File: src/rtl/ifetch_unit_pkg.sv
// Shared definitions for the instruction-fetch front end: widths, jump opcode,
// reset PC and the queued fetch entry.
package ifetch_unit_pkg;

   localparam int AW = 8;
   localparam int DW = 16;
   localparam logic [3:0]    JMP_OP   = 4'b0010;
   localparam logic [AW-1:0] RESET_PC = 8'h00;

   typedef struct packed {
      logic [DW-1:0] instr;
      logic [AW-1:0] pc;
   } fetch_entry_t;

   function automatic logic is_jump(input logic [DW-1:0] iw);
      return (iw[15:12] == JMP_OP);
   endfunction

endpackage

File: src/rtl/ifetch_queue.sv
// Two-entry in-order fetch queue; entry 0 is always the head, flush empties it.
module ifetch_queue
   import ifetch_unit_pkg::*;
(
   input  logic         clk,
   input  logic         rst,
   input  logic         push_i,
   input  logic         pop_i,
   input  logic         flush_i,
   input  fetch_entry_t entry_i,
   output fetch_entry_t head_o,
   output logic         valid_o,
   output logic         full_o,
   output logic [1:0]   count_o
);

   fetch_entry_t e0_q, e0_d;
   fetch_entry_t e1_q, e1_d;
   logic [1:0]   cnt_q, cnt_d;
   logic         pop_s;
   logic         push_s;

   // next-state for the two slots and the occupancy count
   always_comb begin
      e0_d   = e0_q;
      e1_d   = e1_q;
      cnt_d  = cnt_q;
      pop_s  = pop_i & (cnt_q != 2'd0);
      push_s = push_i & ((cnt_q != 2'd2) | pop_s);
      if (flush_i) begin
         cnt_d = 2'd0;
         e0_d  = '0;
         e1_d  = '0;
      end else begin
         case ({push_s, pop_s})
            2'b10: begin
               if (cnt_q == 2'd0) e0_d = entry_i;
               else               e1_d = entry_i;
               cnt_d = cnt_q + 2'd1;
            end
            2'b01: begin
               e0_d  = e1_q;
               cnt_d = cnt_q - 2'd1;
            end
            2'b11: begin
               // simultaneous push/pop: head advances, new word takes the freed slot
               if (cnt_q == 2'd1) begin
                  e0_d = entry_i;
               end else begin
                  e0_d = e1_q;
                  e1_d = entry_i;
               end
            end
            default: begin
               cnt_d = cnt_q;
            end
         endcase
      end
   end

   // queue state registers
   always_ff @(posedge clk or posedge rst) begin
      if (rst) begin
         e0_q  <= '0;
         e1_q  <= '0;
         cnt_q <= 2'd0;
      end else begin
         e0_q  <= e0_d;
         e1_q  <= e1_d;
         cnt_q <= cnt_d;
      end
   end

   assign head_o  = e0_q;
   assign valid_o = (cnt_q != 2'd0);
   assign full_o  = (cnt_q == 2'd2);
   assign count_o = cnt_q;

endmodule

File: src/rtl/ifetch_unit.sv
// Instruction-fetch front end: PC, early jump redirect, late execute redirect,
// fetch counter, and a two-entry queue feeding decode.
module ifetch_unit
   import ifetch_unit_pkg::*;
(
   input  logic          clk,
   input  logic          reset,
   input  logic          run,
   output logic [AW-1:0] imem_addr,
   input  logic [DW-1:0] imem_iw,
   input  logic          redir_valid,
   input  logic [AW-1:0] redir_addr,
   input  logic          id_ready,
   output logic          id_valid,
   output logic [DW-1:0] id_instr,
   output logic [AW-1:0] id_pc,
   output logic [15:0]   fetch_cnt
);

   logic [AW-1:0] pc_q, pc_d;
   logic [15:0]   fcnt_q, fcnt_d;
   logic          pop_s;
   logic          push_s;
   logic          q_valid_s;
   logic          q_full_s;
   logic [1:0]    q_count_s;
   fetch_entry_t  q_head_s;
   fetch_entry_t  q_entry_s;

   assign pop_s     = id_ready & (q_count_s != 2'd0) & ~redir_valid;
   assign push_s    = run & ~redir_valid & (~q_full_s | pop_s);
   assign q_entry_s = '{instr: imem_iw, pc: pc_q};

   // next PC and fetch counter; execute redirect outranks everything
   always_comb begin
      pc_d   = pc_q;
      fcnt_d = fcnt_q;
      if (redir_valid) begin
         pc_d = redir_addr;
      end else if (push_s) begin
         if (is_jump(imem_iw)) pc_d = imem_iw[AW-1:0];
         else                  pc_d = pc_q + AW'(1);
         if (fcnt_q != 16'hFFFF) fcnt_d = fcnt_q + 16'd1;
         else                    fcnt_d = fcnt_q;
      end else begin
         pc_d = pc_q;
      end
   end

   // PC and counter registers
   always_ff @(posedge clk or posedge reset) begin
      if (reset) begin
         pc_q   <= RESET_PC;
         fcnt_q <= 16'd0;
      end else begin
         pc_q   <= pc_d;
         fcnt_q <= fcnt_d;
      end
   end

   ifetch_queue u_queue (
      .clk     (clk),
      .rst     (reset),
      .push_i  (push_s),
      .pop_i   (pop_s),
      .flush_i (redir_valid),
      .entry_i (q_entry_s),
      .head_o  (q_head_s),
      .valid_o (q_valid_s),
      .full_o  (q_full_s),
      .count_o (q_count_s)
   );

   assign imem_addr = pc_q;
   assign id_valid  = q_valid_s;
   assign id_instr  = q_head_s.instr;
   assign id_pc     = q_head_s.pc;
   assign fetch_cnt = fcnt_q;

endmodule

File: config.mk
export PLATFORM = sky130hd
export DESIGN_NAME = ifetch_unit
export DESIGN_NICKNAME = d
export VERILOG_FILES = /design/src/rtl/ifetch_unit_pkg.sv /design/src/rtl/ifetch_queue.sv /design/src/rtl/ifetch_unit.sv
export SDC_FILE = /design/constraint.sdc
export NUM_CORES = 1
export LEC_CHECK = 0
export ABC_AREA = 1
export ABC_CLOCK_PERIOD_IN_PS = 5820
export BUFFER_PORTS_ARGS = -buffer_cell sky130_fd_sc_hd__buf_2
export CAP_MARGIN = 20
export CORE_MARGIN = 2
export CORE_UTILIZATION = 60
export CTS_BUF_LIST = sky130_fd_sc_hd__clkbuf_16
export CTS_CLUSTER_DIAMETER = 80
export DETAILED_ROUTE_END_ITERATION = 6
export HOLD_SLACK_MARGIN = 0.05
export PLACE_DENSITY = 0.83
export SYNTH_ARGS = -nofsm -noshare
export SYNTH_HDL_FRONTEND = slang
export SYNTH_HIERARCHICAL = 1
export SYNTH_SLANG_ARGS = --single-unit
File: constraint.sdc
create_clock -name clk -period 5.82 [get_ports clk]
set_clock_uncertainty 0.1 [all_clocks]
set_input_delay 1.455 -clock clk [delete_from_list [all_inputs] [get_ports clk]]
set_output_delay 1.455 -clock clk [all_outputs]
set_load 0.03 [all_outputs]
==> impl_metrics.py <==
metrics = {
    "outcome": {
        "status": "complete, no violations",
    },
    "place": {
        "io_buffers": 77,
        "dpl.hpwl_um": 7054,
        "place_area_um2": 4648,
        "gp_congestion": 0.9400,
    },
    "cts": {
        "htree_levels": 3,
        "clkLatencyLatePin_ps": 330,
        "clockBufferDepth": 2,
        "cts_tree": "yes",
        "clkSlewWorstSetupHoldPaths_ps": 60,
        "ctsResizeCount": 0,
        "cts.sinks": 74,
        "clockRootBuffer": "clkbuf_16",
        "holdBufCountCts": 0,
        "cts_made_buffers": 9,
        "postCtsSetupBuffers": 0,
    },
    "sta": {
        "final-max-slew-violation-count": 0,
        "worst_slew_pin_slew_ps": 876.0,
        "post-route-period-util_pct": 64.16,
        "setup_violations": 0,
        "tns_ps": 0,
        "rsz0062_at_grt": "no",
        "timing.final.hold_violations": 0,
        "holdWs_ps": 363.2,
        "fmax_mhz": 267.8,
        "slew-limit-headroom_pct": 41.41,
        "min_period_ps": 3734,
    },
    "setup_path": {
        "crit_family": "simple AND/OR/NAND/NOR gates",
        "reg2reg_slack_ps": 2720,
        "cp_slowest_cell": "nand2_1",
        "path_common_cell": "nand2_1",
        "slowest_delay_ps": 630,
        "worstRegToRegCells": 11,
        "required_ps": 5940,
        "cp_cell_sequence": "buf_2, nor2_1, nand2_1, inv_1, nand2_2, nand2_1, nand2_1, nand2_1, nand2_1, nand2_1",
        "worstSetupEndpointType": "flip-flop",
        "r2r_start": "u_queue/count_o[0]",
        "r2r_end": "u_queue/head_o[7]",
        "crit_arrival_ps": 3850,
        "crit_buf_inv": 2,
        "critPathKind": "input pin to flip-flop",
        "crit_path_start_kind": "input pin",
        "startpoint": "redir_valid",
        "critPathMaxFanout": 27,
    },
    "worst_hold_path": {
        "min_to": "u_queue/head_o[19]",
        "hold_path_class": "flip-flop to flip-flop",
        "hold_start": "u_queue/head_o[19]",
        "hold_depth": 2,
    },
    "yosys": {
        "synth_flop_cell": "dfrtp_1",
        "ys_async_sr_fraction_pct": 100.0,
        "yosysUniqueCellTypes": 31,
        "synth_cells": 593,
        "synth_warnings": 6,
        "syn_nets": 627,
        "yosysSeqAreaShare_pct": 43.31,
        "synth_most_common_cell": "nand2_1",
        "syn_avg_cell_area_um2": 7.210,
        "synth_area_um2": 4275,
        "synth_common_cells": "268 x nand2_1, 85 x nand3_1, 74 x dfrtp_1, 30 x nand4_1, 28 x inv_1",
        "netlist.area_leader.share_pct": 43.31,
        "synth-edff-count": 0,
        "synth_seq_cells": 74,
        "synth_area_leaders": "dfrtp_1 43%, nand2_1 24%, nand3_1 10%",
        "yosysTopAreaCell": "dfrtp_1",
    },
    "floorplanning": {
        "io_pins": 78,
        "fp.dieH_um": 88.42,
        "rows": 30,
        "core_um2": 6832,
        "die_w_um": 88.42,
        "start_util_pct": 62.58,
        "dieArea_um2": 7817,
    },
    "layout": {
        "final_core_util_pct": 73.74,
        "syn2layout_area_growth_pct": 17.82,
        "drive_gt1_share_pct": 19.00,
        "antennaDiodeCount": 0,
        "finalInstanceArea_um2": 5037,
        "num-nets-final": 692,
    },
    "run": {
        "cap_violations": 0,
    },
    "power_and_ir_drop": {
        "peakVddDrop_mv": 0.2354,
        "power_per_cell_area_nw_per_um2": 362.1,
        "p_leak_nw": 2.815,
        "fin_total_pwr_mw": 1.824,
    },
    "global_routing": {
        "grt_pass1_vias": 3897,
        "grt_pass1_wl_um": 17570,
        "grt_max_degree": 52,
        "antenna_found_initial": 0,
        "gr-total-overflow": 0,
        "grt_util_all_layers_pct": 28.40,
    },
    "route": {
        "first_iter_violations": 341,
        "post_drt_wl_per_cell_um": 14.27,
        "vias_per_cell": 5.588,
        "postRouteAntennaNets": 0,
        "routed_wl_um": 10830,
        "vias": 4241,
        "drc": 0,
        "firstDrtPassIters": 5,
    },
}
-- flip-flops by register name, summed over array words and instances, names as in the netlist --
signal	count
u_queue/e1_q	24
u_queue/head_o	24
fetch_cnt	16
imem_addr	8
u_queue/count_o	2
-- logic make-up after synthesis --
group / Yosys count / share of synthesized area, %
flops: 74 / 43.31
xor+xnor: 8 / 1.639
fa+ha+maj: 5 / 1.463
buf+inv: 60 / 6.263
simple gates: 431 / 44.92
compound gates: 15 / 2.400
-- per-layer routing --
metal | track usage [%] | up-vias | part of all wire (%)
met4 | 12.81 | 0 | 2.2
li1 | - | 2042 | -
met1 | 37.38 | 1962 | 41
met3 | 5.317 | 29 | 8.4
met2 | 45.86 | 208 | 48
met5 | 0 | - | 0
-- cell type report --
type	count	area [um^2]
inverter	34	127.6
sequential	74	1852
timing repair buffer	80	440.4
tap	96	120.1
clock buffer	9	225.2
clock inverter	7	116.4
multi-input combinational	459	2156
fill	517	1794
-- where the power goes --
| part | internal, mW | switching [mW] | leakage [nW] |
|---|---|---|---|
| registers | 0.590 | 0.0842 | 0.996 |
| logic | 0.149 | 0.368 | 1.65 |
| clock network | 0.418 | 0.214 | 0.166 |
| total | 1.16 | 0.667 | 2.82 |
-- tightest hold or removal path, delay by kind of cell, from the launching register on --
family	cells	cell delay, ps
and+or+nand+nor	2	90
DFF	1	340
-- cells in the final DEF (no fill, tap or decap) --
cell,netlist,routed
a21oi_1,4,4
a21oi_4,1,1
buf_12,0,1
buf_16,0,1
buf_2,10,77
buf_4,2,1
bufinv_16,0,3
clkbuf_16,0,9
clkinv_1,1,1
clkinv_2,0,2
clkinvlp_4,0,1
dfrtp_1,74,74
ha_1,5,5
inv_1,28,27
inv_2,5,6
inv_6,0,1
nand2_1,268,268
nand2_2,3,3
nand3_1,85,85
nand3_2,3,3
nand3_4,1,1
nand4_1,30,30
nor2_1,25,25
nor2_2,6,6
nor2_4,1,1
nor2_8,2,2
nor3_1,1,1
nor3_4,1,1
o21ai_0,5,5
o21ai_1,2,2
o21ai_4,1,1
o21bai_1,2,2
or2_2,5,5
xnor2_1,5,5
xor2_1,3,3
-- worst max-delay path by stage --
stage | endpoint | cells past startpoint | slack (ps)
after floorplan | u_queue/count_o[0] | 1 | 3060
after global placement | u_queue/head_o[15] | 10 | 1920
after detailed placement | u_queue/head_o[0] | 10 | 1830
after CTS | u_queue/head_o[7] | 10 | 2170
after global routing | u_queue/head_o[1] | 11 | 1870
final | u_queue/head_o[7] | 10 | 2090
-- stage by stage --
stage               instances  setup slack, ps
floorplan                 593             3064
global placement          741             1919
detailed placement        741             1834
CTS                       757             2173
global route              759             1875
finish                    759             2086
Power figures use the tool's default switching activity.
